**config.mk**
```make
export PLATFORM = sky130hd
export DESIGN_NAME = cordic_iter_engine
export DESIGN_NICKNAME = d
export VERILOG_FILES = /design/src/rtl/cordic_pkg.sv /design/src/rtl/cordic_atan_rom.sv /design/src/rtl/cordic_iter_engine.sv
export SDC_FILE = /design/constraint.sdc
export NUM_CORES = 1
export LEC_CHECK = 0
export CAP_MARGIN = 20
export CORE_MARGIN = 3
export CORE_UTILIZATION = 51
export DETAILED_ROUTE_END_ITERATION = 10
export PLACE_DENSITY = 0.73
export SYNTH_ARGS = -nofsm -noshare
export SYNTH_HDL_FRONTEND = slang
export SYNTH_HIERARCHICAL = 1
export SYNTH_SLANG_ARGS = --single-unit
```
**constraint.sdc**
```tcl
create_clock -name clk -period 7.93 [get_ports clk]
set_input_delay 0.793 -clock clk [delete_from_list [all_inputs] [get_ports clk]]
set_output_delay 0.793 -clock clk [all_outputs]
set_load 0.1 [all_outputs]
```
**src/rtl/cordic_pkg.sv**
```systemverilog
`timescale 1ns/1ps
`default_nettype none
// ============================================================================
//  Module   : cordic_pkg
//  Purpose  : Shared constants for the iterative CORDIC engine. Holds the
//             arctangent table, the mode encodings, the quadrant angle, the
//             quadrant codes and the FSM state encodings.
//  Revision : 1.0  initial release
// ============================================================================
package cordic_pkg;

    // Number of entries in the arctangent table (max micro-rotations).
    localparam int ATAN_N = 24;

    // Width of the iteration index / counter (covers 0..ATAN_N).
    localparam int IDX_W = 5;

    // round(atan(2^-i) * 2^31 / pi): binary angle where 2^32 is one full turn.
    localparam logic [31:0] ATAN_TAB32 [0:ATAN_N-1] = '{
        32'h2000_0000, 32'h12E4_051E, 32'h09FB_385B, 32'h0511_11D4,
        32'h028B_0D43, 32'h0145_D7E1, 32'h00A2_F61E, 32'h0051_7C55,
        32'h0028_BE53, 32'h0014_5F2F, 32'h000A_2F98, 32'h0005_17CC,
        32'h0002_8BE6, 32'h0001_45F3, 32'h0000_A2FA, 32'h0000_517D,
        32'h0000_28BE, 32'h0000_145F, 32'h0000_0A30, 32'h0000_0518,
        32'h0000_028C, 32'h0000_0146, 32'h0000_00A3, 32'h0000_0051
    };

    // Per-transaction mode encodings.
    localparam logic MODE_ROT = 1'b0;
    localparam logic MODE_VEC = 1'b1;

    // +90 degrees as a 32-bit binary angle; narrowed to AW in the core.
    localparam logic [31:0] ANG90_32 = 32'h4000_0000;

    // Top two angle bits identifying the two obtuse quadrants.
    localparam logic [1:0] QUAD_POS_OBTUSE = 2'b01;   // (+90, +180)
    localparam logic [1:0] QUAD_NEG_OBTUSE = 2'b10;   // [-180, -90)

    // FSM state encodings.
    localparam logic [1:0] ST_IDLE = 2'd0;
    localparam logic [1:0] ST_RUN  = 2'd1;
    localparam logic [1:0] ST_DONE = 2'd2;

endpackage : cordic_pkg
`default_nettype wire

```
**src/rtl/cordic_atan_rom.sv**
```systemverilog
`timescale 1ns/1ps
`default_nettype none
// ============================================================================
//  Module   : cordic_atan_rom
//  Purpose  : Combinational arctangent lookup. Maps iteration index i to
//             atan(2^-i) as an AW-bit binary angle (+180 deg = 2^(AW-1)),
//             rounded to nearest. Indices beyond the table return 0.
//             AW must be in 2..32.
//  Revision : 1.0  initial release
// ============================================================================
module cordic_atan_rom
    import cordic_pkg::*;
#(
    parameter int AW = 20
) (
    input  logic [IDX_W-1:0] idx_i,
    output logic [AW-1:0]    atan_o
);

    localparam int SHIFT = 32 - AW;

    logic [31:0] w_raw;

    // Table fetch; out-of-range indices read as zero angle.
    always_comb begin
        w_raw = 32'd0;
        if (int'(idx_i) < ATAN_N) begin
            w_raw = ATAN_TAB32[idx_i];
        end
    end

    // Table entries are positive and far below 2^31, so a plain add of half
    // an output LSB before the shift gives round-to-nearest without overflow.
    generate
        if (SHIFT > 0) begin : g_round
            assign atan_o = AW'((w_raw + (32'd1 << (SHIFT - 1))) >> SHIFT);
        end else begin : g_exact
            assign atan_o = w_raw[AW-1:0];
        end
    endgenerate

endmodule : cordic_atan_rom
`default_nettype wire

```
**src/rtl/cordic_iter_engine.sv**
```systemverilog
`timescale 1ns/1ps
`default_nettype none
// ============================================================================
//  Module   : cordic_iter_engine
//  Purpose  : Iterative CORDIC core, one micro-rotation per clock.
//             Rotation mode rotates (x,y) by z; vectoring mode returns
//             magnitude (times gain K) and atan2(y,x). A quadrant
//             pre-rotation extends coverage to the full +/-180 deg range.
//             valid/ready handshakes on both sides; gain is not compensated.
//             Legal: 1 <= ITERS <= 24, ITERS <= DW, AW <= 32.
//  Revision : 1.0  initial release
// ============================================================================
module cordic_iter_engine
    import cordic_pkg::*;
#(
    parameter int DW    = 16,
    parameter int AW    = 20,
    parameter int ITERS = 16
) (
    input  logic                 clk,
    input  logic                 reset,
    input  logic                 in_valid,
    output logic                 in_ready,
    input  logic                 mode_in,
    input  logic signed [DW-1:0] x_in,
    input  logic signed [DW-1:0] y_in,
    input  logic signed [AW-1:0] z_in,
    output logic                 out_valid,
    input  logic                 out_ready,
    output logic signed [DW-1:0] x_out,
    output logic signed [DW-1:0] y_out,
    output logic signed [AW-1:0] z_out
);

    // Two guard bits keep K*sqrt(2)*full-scale inside the datapath.
    localparam int XW = DW + 2;

    localparam logic [AW-1:0]          ANG90   = AW'(ANG90_32 >> (32 - AW));
    localparam logic [IDX_W-1:0]       LAST    = IDX_W'(ITERS - 1);
    localparam logic signed [XW-1:0]   SAT_MAX = {3'b000, {(DW-1){1'b1}}};
    localparam logic signed [XW-1:0]   SAT_MIN = {3'b111, {(DW-1){1'b0}}};

    logic [1:0]              state_q, state_d;
    logic                    mode_q;
    logic [IDX_W-1:0]        cnt_q;
    logic signed [XW-1:0]    x_q, y_q;
    logic [AW-1:0]           z_q;
    logic signed [DW-1:0]    x_out_q, y_out_q;
    logic [AW-1:0]           z_out_q;

    logic signed [XW-1:0]    x_ext, y_ext;
    logic signed [XW-1:0]    pre_x, pre_y;
    logic [AW-1:0]           pre_z;
    logic signed [XW-1:0]    x_sh, y_sh;
    logic signed [XW-1:0]    x_nxt, y_nxt;
    logic [AW-1:0]           z_nxt;
    logic [AW-1:0]           atan_i;
    logic                    d_pos;

    function automatic logic signed [DW-1:0] sat(input logic signed [XW-1:0] v);
        if (v > SAT_MAX) begin
            return SAT_MAX[DW-1:0];
        end else if (v < SAT_MIN) begin
            return SAT_MIN[DW-1:0];
        end
        return v[DW-1:0];
    endfunction

    cordic_atan_rom #(
        .AW (AW)
    ) u_atan_rom (
        .idx_i  (cnt_q),
        .atan_o (atan_i)
    );

    assign x_ext = {{2{x_in[DW-1]}}, x_in};
    assign y_ext = {{2{y_in[DW-1]}}, y_in};

    // Quadrant pre-rotation: folds the operand into the +/-90 deg convergence range.
    always_comb begin
        pre_x = x_ext;
        pre_y = y_ext;
        pre_z = z_in;
        if (mode_in == MODE_ROT) begin
            case (z_in[AW-1 -: 2])
                QUAD_POS_OBTUSE: begin
                    pre_x = -y_ext;
                    pre_y = x_ext;
                    pre_z = z_in - ANG90;
                end
                QUAD_NEG_OBTUSE: begin
                    pre_x = y_ext;
                    pre_y = -x_ext;
                    pre_z = z_in + ANG90;
                end
                default: ;
            endcase
        end else begin
            pre_z = '0;
            if (x_in[DW-1]) begin
                if (!y_in[DW-1]) begin
                    pre_x = y_ext;
                    pre_y = -x_ext;
                    pre_z = ANG90;
                end else begin
                    pre_x = -y_ext;
                    pre_y = x_ext;
                    pre_z = -ANG90;
                end
            end
        end
    end

    // One shift-add micro-rotation; direction driven by z sign or y sign.
    always_comb begin
        x_sh  = x_q >>> cnt_q;
        y_sh  = y_q >>> cnt_q;
        d_pos = (mode_q == MODE_ROT) ? !z_q[AW-1] : y_q[XW-1];
        if (d_pos) begin
            x_nxt = x_q - y_sh;
            y_nxt = y_q + x_sh;
            z_nxt = z_q - atan_i;
        end else begin
            x_nxt = x_q + y_sh;
            y_nxt = y_q - x_sh;
            z_nxt = z_q + atan_i;
        end
    end

    // FSM state register.
    always_ff @(posedge clk) begin
        if (reset) begin
            state_q <= ST_IDLE;
        end else begin
            state_q <= state_d;
        end
    end

    // FSM next-state logic.
    always_comb begin
        state_d = state_q;
        case (state_q)
            ST_IDLE: if (in_valid)      state_d = ST_RUN;
            ST_RUN:  if (cnt_q == LAST) state_d = ST_DONE;
            ST_DONE: if (out_ready)     state_d = ST_IDLE;
            default:                    state_d = ST_IDLE;
        endcase
    end

    // FSM outputs: handshake flags decoded from the state.
    always_comb begin
        in_ready  = (state_q == ST_IDLE);
        out_valid = (state_q == ST_DONE);
    end

    // Datapath: load on accept, iterate in RUN, capture saturated result on the last step.
    always_ff @(posedge clk) begin
        if (reset) begin
            mode_q  <= MODE_ROT;
            cnt_q   <= '0;
            x_q     <= '0;
            y_q     <= '0;
            z_q     <= '0;
            x_out_q <= '0;
            y_out_q <= '0;
            z_out_q <= '0;
        end else begin
            case (state_q)
                ST_IDLE: begin
                    if (in_valid) begin
                        mode_q <= mode_in;
                        x_q    <= pre_x;
                        y_q    <= pre_y;
                        z_q    <= pre_z;
                        cnt_q  <= '0;
                    end
                end
                ST_RUN: begin
                    x_q   <= x_nxt;
                    y_q   <= y_nxt;
                    z_q   <= z_nxt;
                    cnt_q <= cnt_q + 1'b1;
                    if (cnt_q == LAST) begin
                        x_out_q <= sat(x_nxt);
                        y_out_q <= sat(y_nxt);
                        z_out_q <= z_nxt;
                    end
                end
                default: ;
            endcase
        end
    end

    assign x_out = x_out_q;
    assign y_out = y_out_q;
    assign z_out = z_out_q;

endmodule : cordic_iter_engine
`default_nettype wire
```
== After elaboration in Yosys (flattened, before gate mapping) ==
Memories as Yosys holds them, arrays and structs flattened.
Cells that the tools add are included.

* Flip-flop bits (word level): 116
* Output and inout bits: 54
* Memories kept: 1
* ROM bits: 1024
* Input bits: 57
* Word-level logic and storage cells: 93

* Magnitude comparators: 6
* Reduce and logical (&&, ||, !) cells: 7
* Equality and inequality tests: 8
* Shift-type cells: 2
* $add $sub $neg: 12
* Muxes and demuxes: 47
* Bitwise operators: 1

{| class="wikitable"
|+ Memory list
! name !! depth !! bits a word !! rd ports !! clocked after memory_dff !! write ports !! line !! source
|-
| (name not given) || 32 || 32 || 1 || 0 || 0 || cordic_atan_rom.sv:28 || <nowiki>w_raw = ATAN_TAB32[idx_i];</nowiki>
|}

{| class="wikitable"
|+ Operators by type and width
! cell !! count
|-
| $mux 18 || 10
|-
| $pmux 18 s2 || 4
|-
| $mux 20 || 5
|-
| $mux 16 || 6
|-
| $mux 32 || 3
|-
| $pmux 20 s2 || 2
|-
| $add 18x18->18 || 2
|-
| $gt 18x16->1 const B || 2
|-
| $lt 18x16->1 const B || 2
|-
| $neg 16->18 || 2
|-
| $sshr 18x5->18 || 2
|-
| $sub 18x18->18 || 2
|-
| $add 32x12->32 const B || 1
|-
| $add 20x19->20 const B || 1
|-
| $add 20x20->20 || 1
|-
| $sub 20x19->20 const B || 1
|-
| $sub 20x20->20 || 1
|-
| $mux 1 || 11
|-
| $pmux 5 s2 || 1
|-
| $ge 6x6->1 const B || 1
|-
| $mux 2 || 3
|-
| $not 5->6 || 1
|-
| $pmux 2 s3 || 1
|-
| $reduce_and 2->1 || 3
|-
| other kinds (12) || 15
|}

== Logic depth before layout (Yosys ltp) ==
* Depth after elaboration: 10
* Depth in mapped cells: 25
* Depth with buffers taken out: 25

== Modules after synthesis ==
The synthesis kept the hierarchy.

{| class="wikitable"
|+ By module, submodules not included
! module !! cells each !! times used !! area each (um2) !! sequential area each (um2)
|-
| cordic_iter_engine || 1681 || 1 || 12650.9 || 2322.2
|-
| cordic_atan_rom || 110 || 1 || 865.8 || 0.0
|}

== Least setup slack after synthesis ==
Ideal clock, no wire load.

* Kind: register to register
* Start: register cnt_q[0]
* End: register z_out_q[19] (netlist: z_out[19])
* Data required time: 7793 ps
* Setup time: 137 ps
* Period minus slack after synthesis: 5673 ps
* Arrival: 5536 ps
* Path slack: 2257 ps
* Cell stages (with the launch flop): 25
* Path buffers: 0
* Cells stage by stage: dfxtp_1 > inv_1 > ha_1 > or2_2 > a21oi_1 > a311o_1 > ha_1 > and2b_2 > o211ai_2 > nor2_1 > xor2_1 > or4_1 > or3_1 > or2_2 > o41ai_1 > xor2_1 > ha_1 > inv_1 > nor2_1 > or3_1 > a311oi_1 > o21ai_0 > a2111o_1 > nand3_1 > a211oi_1

* Longest elaborated chain between the ends: 8
* Elaborated cells between the ends (all ways): 12
* Classes of those cells: add/sub (3); order compare (1); eq/ne (1); mux (4); bitwise (1); reduce/logical (1); memory (1)

{| class="wikitable"
|+ Ends and longest elaborated chain
! item !! line !! source
|-
| start: declaration || cordic_iter_engine.sv:45 || <nowiki>logic [IDX_W-1:0] cnt_q;</nowiki>
|-
| start signal: assignment || cordic_iter_engine.sv:182 || <nowiki>cnt_q <= cnt_q + 1'b1;</nowiki>
|-
| $not 5->6 (implied by the code) || cordic_atan_rom.sv:28 ||
|-
| $mem_v2 32x32 || - ||
|-
| $mux 32 (implied by the code) (2 in series) || cordic_atan_rom.sv:28 ||
|-
| $mux 32 * || cordic_atan_rom.sv:27 || <nowiki>if (int'(idx_i) < ATAN_N) begin</nowiki>
|-
| $add 32x12->32 * || cordic_atan_rom.sv:36 || <nowiki>assign atan_o = AW'((w_raw + (32'd1 << (SHIFT - 1))) >> SHIFT);</nowiki>
|-
| named net atan_i[5] || cordic_iter_engine.sv:57 || <nowiki>logic [AW-1:0] atan_i;</nowiki>
|-
| $add 20x20->20 / $sub 20x20->20 (equally long branches) || cordic_iter_engine.sv:126, cordic_iter_engine.sv:122 ||
|-
| $mux 20 * || cordic_iter_engine.sv:119 || <nowiki>if (d_pos) begin</nowiki>
|-
| end signal: assignment || cordic_iter_engine.sv:186 || <nowiki>z_out_q <= z_nxt;</nowiki>
|-
| end: declaration || cordic_iter_engine.sv:49 || <nowiki>logic [AW-1:0] z_out_q;</nowiki>
|}

The timed path passes the listed nets; every way through them passes the cells marked *. The select of a mux whose other input is x is not followed.
A chain may end at the register's enable or synchronous reset.

== Worst setup path in the final report ==
* Start: register cnt_q[3]
* End: register z_out_q[19] (netlist: z_out[19])

The elaborated chain is that of the path after synthesis.

==> summary.md <==
| Metric | Value |
|---|---|
| Gate Count Post-Synth | `between 1500 and 2000` |
| Primary FF master, synth | `dfxtp_1` |
| Hold Path Stages | `2` |
| Status | `completed` |
| Number of distinct library cells after synthesis | `about 110` |
| CTS tree | `done` |
| Pins Over Slew Limit | `0` |
| Hold path endpoint | `z_out[13]` |
| Initial antenna violation count | `1` |
| Critical path launch point type | `register` |
| Compound-cell area share of the yosys netlist | `between 20% and 30%` |
| Register area share after synthesis | `~17%` |
| Worst r2r path cells | `22` |
| Max frequency | `approximately 150 MHz` |
| Setup TNS | `0 ns` |
| I/O Pins | `~110` |
| Worst-Skew Late Latency | `approximately 0.43 ns` |
| Layout Utilization | `approximately three fifths` |
| Core area | `about 26000 um^2` |
| CTS max path bufs | `2` |
| Synth Area in Simple Gates | `a little over a fifth` |
| Worst path most repeated cell | `nor2_1` |
| Post-route ant nets | `0` |
| Post-synthesis sequential element count | `between 100 and 150` |
| CP required | `about 8 ns` |
| Hold buffer count at cts | `0` |
| Synth Area in Adders | `7.294%` |
| Largest family of logic cells by synthesized area | `compound AO/OA/AOI/OAI gates` |
| Routed length per instance | `approximately 22 um` |
| Post-synthesis async set-or-reset flop share | `0%` |
| Ratio of cells with drive above 1 in the final layout | `between 9 and 10%` |
| DRC viols | `0` |
| Worst-Margin Slew | `~1.1 ns` |
| Starting Density | `around 53%` |
| Tot Pwr | `roughly 5500 uW` |
| Port Buffers | `110` |
| Critical path capture point type | `register` |
| Crit path kind | `register to register` |
| FF-to-FF End | `z_out[19]` |
| NumNets Final | `around 1900` |
| CP bufs+invs | `2` |
| Largest net degree at the start of global routing | `80` |
| Fin crit share | `82.82%` |
| Die span in y | `~170 um` |
| Num rows | `between 50 and 60` |
| Worst rel slew slack | `about a quarter` |
| Final Setup Violations | `0` |
| R2R Path Start | `cnt_q[3]` |
| Vias in the first global route | `between 10000 and 15000` |
| Syn-to-layout area delta | `12.80%` |
| CP max stage cell | `dfxtp_1` |
| Max incr delay on CP | `between 1 and 1.5 ns` |
| Crit-path max FO | `30` |
| Die width | `168.8 um` |
| Fin crit period | `roughly 6.6 ns` |
| Clock root buffer | `clkbuf_16` |
| YS warnings | `6` |
| Total grt overflow | `0` |
| H-tree depth | `4` |
| DRT iter0 DRCs | `about 2000` |
| First-pass DRT Iterations | `5` |
| Inserted Clock Buffers | `17` |
| Worst Hold Class | `register to register` |
| RSZ-0062 raised after global routing | `false` |
| Synthesized area | `13520 um^2` |
| Via density per instance | `~6.7` |
| Post-synthesis mux area share | `9.803%` |
| DRT Wirelength | `between 40 and 50 mm` |
| Fin area | `15250 um^2` |
| GRT Total Usage | `a little under a third` |
| DP Area | `14600 um^2` |
| Post-CTS Setup Bufs | `0` |
| Most frequent cell after synthesis | `nor2_1` |
| Final hold violation count | `0` |
| Reg clk slew, reported paths | `around 0.07 ns` |
| DIE AREA | `about 28000 um^2` |
| First-pass GRT wire length | `between 70 and 80 mm` |
| Synth area leader | `dfxtp_1` |
| Top cell type's share of synthesized area | `approximately 17%` |
| Synth area leaders | `dfxtp_1 (17%), ha_1 (6.8%), nor2_1 (5.5%)` |
| Vias | `14340` |
| FF-to-FF setup slack | `~1.4 ns` |
| Worst Path Arrival | `between 6 and 7 ns` |
| Post-Route Skew | `roughly 0.018 ns` |
| Clock sinks | `between 100 and 150` |
| RePlAce Congestion | `roughly 1` |
| Hold Crit Start | `z_out[13]` |
| Number of synthesized flops with an enable pin | `0` |
| Pleak | `about 0.0056 uW` |
| Max-cap viol count | `0` |
| Post-DP HPWL | `33.92 mm` |
| Crit-path cells | `nor2_1, a211oi_1, inv_1, ha_1, and2b_2, o211ai_2, nor2_1, xor2_1, or4_1, or3_1, or2_2, o41ai_1, xor2_1, ha_1, inv_1, nor2_1, or3_1, a311oi_1, o21ai_0, a2111o_1, nand3_1, a211oi_1` |
| Xor and xnor area share after synthesis | `about 8.6%` |
| Post_cts resized | `0` |
| Avg Inst Size Synth | `around 7.5 um^2` |
| CP Launch Point | `cnt_q[3]` |
| Ant diodes | `0` |
| Power per cell area | `~360 nW/um^2` |
| Top Family by Delay on Critical Path | `simple AND/OR/NAND/NOR gates` |
| Post-synth top cells | `nor2_1 (198), nand2_1 (154), a21oi_1 (132), o21ai_0 (128), dfxtp_1 (116)` |
| Max VDD drop | `0.2743 mV` |
==> registers in the layout, summed over array words and instances (netlist names) <==
register	flops
x_out	16
mode_q	1
cnt_q	5
z_q	20
y_q	18
y_out	16
state_q	2
x_q	18
z_out	20
==> cell type report <==
class	count	area [um^2]
timing repair buffer	142	1361
clock inverter	15	177.7
fill	2398	10370
tap	330	412.9
sequential	116	2326
multi-input combinational	1482	10380
clock buffer	17	425.4
inverter	44	165.2
==> placed cells by master, fill, tap and decap left out, drive strengths merged, types with 6 or more instances in the layout <==
cell type,Yosys,layout
nor4,11,11
nor2,199,199
a21o,17,17
xnor2,79,79
nand4,6,6
buf,40,35
nor3,44,44
nor2b,20,20
clkbuf,110,17
nor3b,8,8
and2,12,12
o22ai,6,6
a211oi,56,56
inv,44,55
a311oi,9,9
xor2,49,49
or2,17,17
a221oi,42,42
mux2,18,18
and3,25,25
dfxtp,116,116
clkdlybuf4s50,0,107
a22oi,28,28
a222oi,11,11
a21oi,134,134
o21a,16,16
nand2b,27,27
ha,74,74
nand3,37,37
o41ai,6,6
o21ai,130,130
mux2i,39,39
a31oi,28,28
o31ai,25,25
or3,19,19
nand3b,8,8
o211ai,12,12
o21bai,6,6
mux4,32,32
nand2,155,155
==> cell families (layout without fill, tap and decap cells) <==
group	Yosys count	count (layout)
simple gates	606	606
compound gates	578	578
buf+inv	194	218
xor+xnor	130	130
flops	116	116
mux	89	89
fa+ha+maj	77	77
other cells	1	2
==> worst max-delay path by stage <==
stage | endpoint | slack, ns | depth (start not counted)
after CTS | z_out[19] | 1.45 | 22
after floorplan | z_out[19] | 2.26 | 24
final | z_out[19] | 1.36 | 22
after global routing | z_q[19] | 0.83 | 22
after detailed placement | z_out[19] | 1.49 | 22
after global placement | y_out[14] | 1.55 | 19
==> power by group <==
part / leakage [uW] / switching [uW] / internal [uW]
Clock: 0.000294 / 351 / 429
Sequential: 0.000947 / 241 / 674
Combinational: 0.00441 / 2270 / 1530
==> tightest hold or removal path, delay by kind of cell, from the launching register on <==
family	cells	cell delay [ns]
and+or+nand+nor	1	0.05
AOI/OAI and AO/OA	1	0.05
DFF	1	0.31
==> per-layer routing <==
metal	vias up	routed length, um	GRT usage, %
li1	6671	-	-
met1	6884	20920	47.90
met2	712	20050	46.44
met3	71	4579	5.511
met4	0	1022	7.969
met5	-	0	0
==> stage by stage <==
stage | setup WS (ns) | std cells | hold WS, ns
2_1_floorplan | 2.257 | 1792 | 0.4535
3_3_place_gp | 1.551 | 2109 | 0.4443
3_5_place_dp | 1.488 | 2111 | 0.4465
4_1_cts | 1.451 | 2143 | 0.4571
5_1_grt | 0.8273 | 2146 | 0.4815
6_report | 1.362 | 2146 | 0.4586
No activity file was read; power rests on OpenSTA's default activity.
